### src/rtl/spi_burst_memory.sv
// Purpose : SPI-slave (mode 0) burst memory with address auto-increment, wrap, write protect and per-transaction status.
// Latency : sclk/cs_n/mosi pass SYNC_STAGES synchroniser flops plus one state flop; busy follows synchronised cs_n in SYNC_STAGES+1 clk.
// Backpress: none; the SPI master paces the link and must hold each SCLK half-period for at least SYNC_STAGES+3 clk cycles.
// Ports   : clk/reset_n       - core clock, asynchronous active-low reset
//           sclk/cs_n/mosi    - SPI pins from the pad (asynchronous to clk)
//           miso/miso_oe      - serial read data and pad tristate enable (1 = drive)
//           wp                - write protect; suppresses data writes
//           busy/wp_violation/word_count - transaction status
module spi_burst_memory #(
    parameter int ADDR_WIDTH  = 7,
    parameter int DATA_WIDTH  = 8,
    parameter int SYNC_STAGES = 2
) (
    input  logic                  clk,
    input  logic                  reset_n,
    input  logic                  sclk,
    input  logic                  cs_n,
    input  logic                  mosi,
    output logic                  miso,
    output logic                  miso_oe,
    input  logic                  wp,
    output logic                  busy,
    output logic                  wp_violation,
    output logic [ADDR_WIDTH:0]   word_count
);

    localparam int DEPTH    = 2 ** ADDR_WIDTH;
    localparam int CMD_BITS = ADDR_WIDTH + 1;
    localparam int SHW      = (CMD_BITS > DATA_WIDTH) ? CMD_BITS : DATA_WIDTH;
    localparam int CNT_W    = $clog2(SHW + 1);

    localparam logic [CNT_W-1:0]      CMD_LAST  = CNT_W'(CMD_BITS - 1);
    localparam logic [CNT_W-1:0]      DATA_LAST = CNT_W'(DATA_WIDTH - 1);
    localparam logic [CNT_W-1:0]      CNT_ONE   = {{(CNT_W-1){1'b0}}, 1'b1};
    localparam logic [ADDR_WIDTH-1:0] ADDR_ONE  = {{(ADDR_WIDTH-1){1'b0}}, 1'b1};
    localparam logic [ADDR_WIDTH:0]   WC_ONE    = {{ADDR_WIDTH{1'b0}}, 1'b1};

    typedef enum logic [1:0] {IDLE, CMD, READ, WRITE} state_t;

    logic [SYNC_STAGES-1:0] sclk_sync_q, sclk_sync_d;
    logic [SYNC_STAGES-1:0] cs_sync_q,   cs_sync_d;
    logic [SYNC_STAGES-1:0] mosi_sync_q, mosi_sync_d;
    logic                   sclk_prev_q, sclk_prev_d;
    logic                   cs_prev_q,   cs_prev_d;

    state_t                 state_q, state_d;
    logic [CNT_W-1:0]       bit_cnt_q, bit_cnt_d;
    logic [SHW-2:0]         rx_q, rx_d;
    logic [DATA_WIDTH-1:0]  tx_q, tx_d;
    logic [ADDR_WIDTH-1:0]  addr_q, addr_d;
    logic                   miso_q, miso_d;
    logic                   miso_oe_q, miso_oe_d;
    logic                   busy_q, busy_d;
    logic                   wp_viol_q, wp_viol_d;
    logic [ADDR_WIDTH:0]    word_cnt_q, word_cnt_d;

    logic [DATA_WIDTH-1:0]  mem_q [DEPTH];
    logic                   mem_we;
    logic [DATA_WIDTH-1:0]  mem_wdata;

    logic                   sclk_s, cs_s, mosi_s;
    logic                   sclk_rise, sclk_fall, cs_fall;
    logic [SHW-1:0]         rx_next;
    logic [ADDR_WIDTH-1:0]  cmd_addr, addr_inc;

    assign sclk_s    = sclk_sync_q[SYNC_STAGES-1];
    assign cs_s      = cs_sync_q[SYNC_STAGES-1];
    assign mosi_s    = mosi_sync_q[SYNC_STAGES-1];
    assign sclk_rise = sclk_s & ~sclk_prev_q;
    assign sclk_fall = ~sclk_s & sclk_prev_q;
    // cs_n chain and cs_prev reset to "low": a falling edge is only seen after
    // cs_n has been observed high, so cs_n held low across reset release is ignored.
    assign cs_fall   = cs_prev_q & ~cs_s;
    assign rx_next   = {rx_q, mosi_s};
    assign cmd_addr  = rx_next[ADDR_WIDTH:1];
    assign addr_inc  = addr_q + ADDR_ONE;

    always_comb begin
        sclk_sync_d = {sclk_sync_q[SYNC_STAGES-2:0], sclk};
        cs_sync_d   = {cs_sync_q[SYNC_STAGES-2:0], cs_n};
        mosi_sync_d = {mosi_sync_q[SYNC_STAGES-2:0], mosi};
        sclk_prev_d = sclk_s;
        cs_prev_d   = cs_s;
        state_d     = state_q;
        bit_cnt_d   = bit_cnt_q;
        rx_d        = rx_q;
        tx_d        = tx_q;
        addr_d      = addr_q;
        miso_d      = miso_q;
        miso_oe_d   = miso_oe_q;
        wp_viol_d   = wp_viol_q;
        word_cnt_d  = word_cnt_q;
        mem_we      = 1'b0;
        mem_wdata   = rx_next[DATA_WIDTH-1:0];

        // Deasserted chip select overrides any same-cycle SCLK edge.
        if (state_q != IDLE && cs_s) begin
            state_d   = IDLE;
            miso_oe_d = 1'b0;
            miso_d    = 1'b0;
        end else begin
            case (state_q)
                IDLE: begin
                    miso_oe_d = 1'b0;
                    miso_d    = 1'b0;
                    if (cs_fall) begin
                        state_d    = CMD;
                        bit_cnt_d  = '0;
                        rx_d       = '0;
                        word_cnt_d = '0;
                        wp_viol_d  = 1'b0;
                    end
                end
                CMD: begin
                    if (sclk_rise) begin
                        rx_d = rx_next[SHW-2:0];
                        if (bit_cnt_q == CMD_LAST) begin
                            bit_cnt_d = '0;
                            addr_d    = cmd_addr;
                            if (rx_next[0]) begin
                                state_d = READ;
                                tx_d    = mem_q[cmd_addr];
                            end else begin
                                state_d = WRITE;
                            end
                        end else begin
                            bit_cnt_d = bit_cnt_q + CNT_ONE;
                        end
                    end
                end
                READ: begin
                    if (sclk_fall) begin
                        miso_d    = tx_q[DATA_WIDTH-1];
                        tx_d      = {tx_q[DATA_WIDTH-2:0], 1'b0};
                        miso_oe_d = 1'b1;
                    end
                    if (sclk_rise) begin
                        if (bit_cnt_q == DATA_LAST) begin
                            bit_cnt_d = '0;
                            addr_d    = addr_inc;
                            tx_d      = mem_q[addr_inc];
                            if (word_cnt_q != '1) word_cnt_d = word_cnt_q + WC_ONE;
                        end else begin
                            bit_cnt_d = bit_cnt_q + CNT_ONE;
                        end
                    end
                end
                WRITE: begin
                    miso_oe_d = 1'b0;
                    if (sclk_rise) begin
                        rx_d = rx_next[SHW-2:0];
                        if (bit_cnt_q == DATA_LAST) begin
                            bit_cnt_d = '0;
                            if (wp) wp_viol_d = 1'b1;
                            else    mem_we    = 1'b1;
                            addr_d = addr_inc;
                            if (word_cnt_q != '1) word_cnt_d = word_cnt_q + WC_ONE;
                        end else begin
                            bit_cnt_d = bit_cnt_q + CNT_ONE;
                        end
                    end
                end
                default: state_d = IDLE;
            endcase
        end
        busy_d = (state_d != IDLE);
    end

    always_ff @(posedge clk or negedge reset_n) begin
        if (!reset_n) begin
            sclk_sync_q <= '0;
            cs_sync_q   <= '0;
            mosi_sync_q <= '0;
            sclk_prev_q <= 1'b0;
            cs_prev_q   <= 1'b0;
            state_q     <= IDLE;
            bit_cnt_q   <= '0;
            rx_q        <= '0;
            tx_q        <= '0;
            addr_q      <= '0;
            miso_q      <= 1'b0;
            miso_oe_q   <= 1'b0;
            busy_q      <= 1'b0;
            wp_viol_q   <= 1'b0;
            word_cnt_q  <= '0;
        end else begin
            sclk_sync_q <= sclk_sync_d;
            cs_sync_q   <= cs_sync_d;
            mosi_sync_q <= mosi_sync_d;
            sclk_prev_q <= sclk_prev_d;
            cs_prev_q   <= cs_prev_d;
            state_q     <= state_d;
            bit_cnt_q   <= bit_cnt_d;
            rx_q        <= rx_d;
            tx_q        <= tx_d;
            addr_q      <= addr_d;
            miso_q      <= miso_d;
            miso_oe_q   <= miso_oe_d;
            busy_q      <= busy_d;
            wp_viol_q   <= wp_viol_d;
            word_cnt_q  <= word_cnt_d;
        end
    end

    // Storage array is deliberately not reset so completed writes survive reset.
    always_ff @(posedge clk) begin
        if (mem_we) mem_q[addr_q] <= mem_wdata;
    end

    assign miso         = miso_q;
    assign miso_oe      = miso_oe_q;
    assign busy         = busy_q;
    assign wp_violation = wp_viol_q;
    assign word_count   = word_cnt_q;

endmodule

### config.mk
export PLATFORM = sky130hd
export DESIGN_NAME = spi_burst_memory
export DESIGN_NICKNAME = d
export VERILOG_FILES = /design/src/rtl/spi_burst_memory.sv
export SDC_FILE = /design/constraint.sdc
export NUM_CORES = 2
export LEC_CHECK = 0
export BUFFER_PORTS_ARGS = -buffer_cell sky130_fd_sc_hd__buf_2
export CAP_MARGIN = 15
export CORE_ASPECT_RATIO = 1.1
export CORE_MARGIN = 2
export CORE_UTILIZATION = 50
export DETAILED_ROUTE_END_ITERATION = 12
export GPL_ROUTABILITY_DRIVEN = 0
export PLACE_DENSITY = 0.65
export SLEW_MARGIN = 20
export SYNTH_ARGS = -nofsm -noshare
export SYNTH_HDL_FRONTEND = slang
export SYNTH_SLANG_ARGS = --single-unit
### constraint.sdc
create_clock -name clk -period 6.4 [get_ports clk]
set_input_delay 0.64 -clock clk [delete_from_list [all_inputs] [get_ports clk]]
set_output_delay 0.64 -clock clk [all_outputs]
set_load 0.05 [all_outputs]
### Yosys cells after proc, flatten, opt, wreduce, memory -nomap -nowiden

Memories as Yosys holds them, arrays and structs flattened.
Index checks and enable logic that the tools add are counted.

* add/subtract/negate cells: 3
* $mul: 0
* divide/modulo/power cells: 0
* magnitude comparators: 0
* equality and inequality tests: 18
* shifts and indexed selects: 0
* muxes and demuxes: 48
* bitwise logic cells: 7
* reductions and logical operators: 23

Operators by type and width (number)
* 2-to-1 mux 8 bit: 10
* 2-to-1 mux 7 bit: 6
* case mux 8 bit (2 select lines): 2
* case mux 7 bit (2 select lines): 2
* AND reduction 6 bit: 3
* 2-to-1 mux 1 bit: 16
* inequality test 2 bit, second input constant: 7
* nonzero test 2 bit: 7
* 2-to-1 mux 4 bit: 3
* inequality test 2 x 1 -> 1 bit, second input constant: 5
* adder 8 x 1 -> 8 bit, second input constant: 1
* 2-to-1 mux 2 bit: 4
* inequality test 8 bit, second input constant: 1
* case mux 4 bit (2 select lines): 1
* adder 7 x 1 -> 7 bit, second input constant: 1
* case mux 1 bit (2 select lines): 3
* nonzero test 3 bit: 2
* OR reduction 2 bit: 3
* AND reduction 5 bit: 1
* adder 4 x 1 -> 4 bit, second input constant: 1
* equality test 2 bit, second input constant: 2
* equality test 4 x 3 -> 1 bit, second input constant: 1
* inverter 1 bit: 4
* case mux 2 bit (2 select lines): 1
* 9 further kinds: 12

* register bits after elaboration: 48
* latch bits: 0
* bits in writable memories: 1024
* memory bits (read-only): 0
* input bits: 6
* output and inout port bits: 12
* word-level logic and storage cells: 115
* memories: 1

Memories
* mem_q: words 128, width 8, rd ports 2, clocked after Yosys merged registers in 0, wr ports 1, RTL line 57 `logic [DATA_WIDTH-1:0] mem_q [DEPTH];`

### Logic depth before layout (Yosys ltp)

* depth after elaboration: 7
* depth in mapped cells: 12
* depth with buffers taken out: 8

### Least setup slack after synthesis

Ideal clock, no wire load.

* path type: reg-to-reg
* start: reg rx_q[1] (netlist: cmd_addr[1])
* end: reg tx_q[0]
* setup time: 0.140 ns
* arrival: 3.921 ns
* required time: 6.260 ns
* setup slack: 2.338 ns
* stages on the path, launching flop included: 10
* path buffers: 3
* period minus slack after synthesis: 4.062 ns
* path through: dfrtp_1 -> buf_2 -> buf_2 -> buf_2 -> mux4_2 -> a221oi_1 -> o21ai_1 -> and4_1 -> o32ai_1 -> a41oi_1

* word-level cells in the longest chain between the ends: 5

Ends and longest elaborated chain
* from (decl): RTL line 48 `logic [SHW-2:0] rx_q, rx_d;`
* from (signal assigned): RTL line 194 `rx_q <= rx_d;`
* memory read (128 x 8 bit)
* 2-to-1 mux 8 bit: RTL line 120 `if (rx_next[0]) begin`
* 2-to-1 mux 8 bit: RTL line 117 `if (bit_cnt_q == CMD_LAST) begin`
* 2-to-1 mux 8 bit: RTL line 115 `if (sclk_rise) begin`
* case mux 8 bit (2 select lines): RTL line 102 `case (state_q)`
* to (signal assigned): RTL line 195 `tx_q <= tx_d;`
* to (decl): RTL line 49 `logic [DATA_WIDTH-1:0] tx_q, tx_d;`

No other way between the ends. The select of a mux whose other input is x is not followed.
A chain may end at the register's enable or synchronous reset.

### Worst setup path in the final report

* start: reg bit_cnt_q[1]
* end: mem mem_q[77][2] (enable)

* word-level cells in the longest chain between the ends: 7

Ends and longest elaborated chain
* from (decl): RTL line 47 `logic [CNT_W-1:0] bit_cnt_q, bit_cnt_d;`
* from (signal assigned): RTL line 193 `bit_cnt_q <= bit_cnt_d;`
* equality test 4 x 3 -> 1 bit: RTL line 152 `if (bit_cnt_q == DATA_LAST) begin`
* 2-to-1 mux 1 bit: RTL line 152
* 2-to-1 mux 1 bit: RTL line 150 `if (sclk_rise) begin`
* 2-to-1 mux 1 bit: RTL line 102
* 2-to-1 mux 1 bit: RTL line 97 `if (state_q != IDLE && cs_s) begin`
* 2-to-1 mux 1 bit: RTL line 207 `if (mem_we) mem_q[addr_q] <= mem_wdata;`
* 2-to-1 mux 1 bit (implied by the code): RTL line 207
* to (decl): RTL line 57

No other way between the ends.

==> summary.txt <==
Routing
  – Vias per std cell: 7.057
  – Vias: 29,320
  – # DRC: 0
  – DR WL/cell: 35.07 um
  – Initial DRC Count: 3,928
  – Final wirelength: 145,700 um
  – DRT Pass-1 Iters: 5
  – Antenna-violating nets left: 0

Logic synthesis
  – Post-synth top cells: edfxtp_1 (1,024), mux4_2 (506), nand2_1 (248)
  – Most frequent cell after synthesis: edfxtp_1
  – Synth Register Bits: 1,072
  – Mapped Cells: 2,790
  – Synth area leaders: edfxtp_1 (61%), mux4_2 (23%), dfrtp_1 (2.4%)
  – Syn Nets: 2,803
  – Post-synthesis average cell area: 18.13 um2
  – Post-synth EDFFs: 1,024
  – Total number of yosys warnings: 0
  – Dominant synthesized flop cell: edfxtp_1
  – Post-Syn Area: 0.05058 mm2
  – Post-synth top area cell: edfxtp_1
  – Area share of the largest cell type after synthesis: 60.80%
  – Synth cell types: 71
  – Post-synth ARST share: 4.478%
  – Seq/Total Area, Yosys: 63.17%

Placement
  – DP Area: 0.05187 mm2
  – Post-DP HPWL: 93,790 um
  – I/O Buffers: 17

Floorplanning
  – Die area: 0.1037 mm2
  – IO Count: 18
  – Die width: 307.2 um
  – DIE HEIGHT: 337.6 um
  – Initial Util: 50.35%
  – CORE AREA: 0.1004 mm2
  – Site row count: 122

Global route
  – Antenna violations before repair: 2
  – GRT overflow: 0
  – Gr usage total: 28.44%
  – Vias in the first global route: 29,380
  – Largest net degree at the start of global routing: 116
  – First-pass GRT wire length: 211,600 um

Cells and area
  – Nets: 2,773
  – Area Overhead vs Synth: 10.19%
  – Layout Cell Area excl Fill: 0.05573 mm2
  – Layout cell share with drive strength beyond 1: 27.99%

Clocking
  – Worst-Skew Late Latency: 0.70 ns
  – Hold buffer count at CTS: 0
  – Root Buffer: clkbuf_16
  – Worst-path clk slew: 0.06 ns
  – Post-CTS Resized: 0
  – TritonCTS clock tree: built
  – CTS sink count: 1,072
  – H-tree levels: 3
  – CTS Buf Count: 108
  – CTS Buffer Depth: 3
  – Post-CTS Setup Bufs: 0

Power and ir drop
  – Pwr Density: 298.4 mW/mm2
  – Clock power frac: 41.1%
  – Max VDD drop: 0.2205 mV
  – Reg power frac: 48.1%
  – Leakage: 16.52 nW
  – Comb pwr share: 10.8%
  – Switch share: 23.92%
  – Psw: 0.003977 W
  – Internal power: 0.01265 W

STA
  – Count of final hold-check violations: 5
  – RSZ-0062 raised after global routing: no
  – Sum Neg Setup Slack: 0 ns
  – Worst-Margin Slew: 1.176 ns
  – Finish-stage setup viols: 0
  – Post-layout minimum cycle time: 4.863 ns
  – Crit share post-route: 75.98%
  – Slew Viols, Final: 0
  – Final hold slack: -0.009936 ns
  – Relative slew margins: 21.53%
  – Max Fclk: 0.2057 GHz
  – Worst Skew: 0.02378 ns

Setup path
  – Worst setup SP type: flip-flop
  – Worst EP required: 6.72 ns
  – Critical Path End Type: flip-flop
  – WP data arrival: 5.18 ns
  – CP Class: flip-flop to flip-flop
  – Crit-path max FO: 15

Status
  – Failing checks: hold timing
  – Status: finished, violations left

Run
  – Max_cap viols: 0

Min path
  – Hold WC Path Type: primary input to async pin
-- logic make-up (layout without fill, tap and decap cells) --
logic type	Yosys count	after routing	synth area share, %
flops	1072	1072	63.17
buf+inv	221	282	2.313
fa+ha+maj	7	7	0.1732
other cells	0	1	0
simple gates	594	594	5.299
compound gates	262	262	3.666
xor+xnor	8	8	0.2054
mux	626	626	25.17
-- sequential cells by signal (all words and copies together), names as in the netlist --
signal	cells
addr_q	7
bit_cnt_q	4
busy	1
cmd_addr	7
cs_prev_q	1
cs_sync_q	2
mem_q	1024
miso	1
miso_oe	1
mosi_sync_q	2
sclk_prev_q	1
sclk_sync_q	2
state_q	2
tx_q	8
word_count	8
wp_violation	1
-- final cells by class --
type,instances,area [um2]
Timing Repair Buffer,73,670.6
Sequential cell,1072,31980
Fill cell,7560,44710
Multi-Input combinational cell,1497,17560
Clock buffer,119,2828
Inverter,8,30.03
Tap cell,1302,1629
Clock inverter,82,1027
Antenna cell,1,2.502
-- worst max-delay path, cell delays in order, from the launching register on --
cell	delay (ns)
dfrtp_1	0.40
ha_1	0.22
and3b_1	0.22
nand2_1	0.39
nor4b_1	0.78
nor2b_1	0.51
nand3_2	0.98
nor2_1	0.99
-- power by group through the flow --
stage	registers, W	logic [W]	clock network [W]
floorplan	0.00814	0.00122	0
global placement	0.00814	0.00176	0
detailed placement	0.00815	0.00179	0
CTS	0.00800	0.00180	0.00691
global route	0.00800	0.00188	0.00717
finish	0.00799	0.00180	0.00684
-- through the flow --
stage          std cells  power (W)  hold WS, ns  setup slack (ns)  utilization, %
2_1_floorplan       2790   0.009364       0.3312             2.339               -
3_3_place_gp        3952   0.009905       0.3471             1.944           51.64
3_5_place_dp        3952   0.009937       0.3426             1.733           51.64
4_1_cts             4153    0.01670      0.03781             1.715           55.48
5_1_grt             4153    0.01705      0.03203             1.356           55.48
6_report            4154    0.01663    -0.009936             1.537           55.49
-- cells in the final DEF, fill, tap and decap left out, types with 7 or more instances in the layout --
cell and count:
a21o_1 8, a21oi_1 23, a22oi_1 37, a311o_1 7
a311oi_1 7, a31oi_1 26, and3_1 10, buf_12 13
buf_2 16, buf_4 44, bufinv_16 22, clkbuf_16 111
clkinv_1 12, clkinv_2 28, clkinvlp_4 11, dfrtp_1 39
dfrtp_4 9, edfxtp_1 1024, inv_1 8, mux2i_1 110
mux4_1 8, mux4_2 506, nand2_1 242, nand2b_1 14
nand3_1 66, nand3b_1 8, nand4_1 31, nor2_1 154
nor2b_1 13, nor3_1 15, o2111ai_1 7, o211ai_1 12
o21ai_0 35, o221ai_1 13, o22a_1 13, o22ai_1 34
-- metal layers --
layer	track usage (%)	routed length [um]	share of wire [%]
met5	0	9	0.0062
met4	13.30	7400	5.1
met3	6.263	14860	10
met2	44.95	69580	48
met1	38.03	53850	37
-- worst paths after layout --
kind / slack [ns] / cells past startpoint / end / start
max: 1.54 / 7 / mem_q[77][2] / bit_cnt_q[1]
min: -0.01 / 1 / word_count[2] / reset_n
max reg2reg: 1.54 / 7 / mem_q[77][2] / bit_cnt_q[1]
min reg2reg: 0.36 / 0 / mosi_sync_q[1] / mosi_sync_q[0]
max in group asynchronous: 5.89 / 1 / addr_q[0] / reset_n
min in group clk: 0.06 / 1 / sclk_sync_q[0] / sclk
No activity file was read; power rests on OpenSTA's default activity.
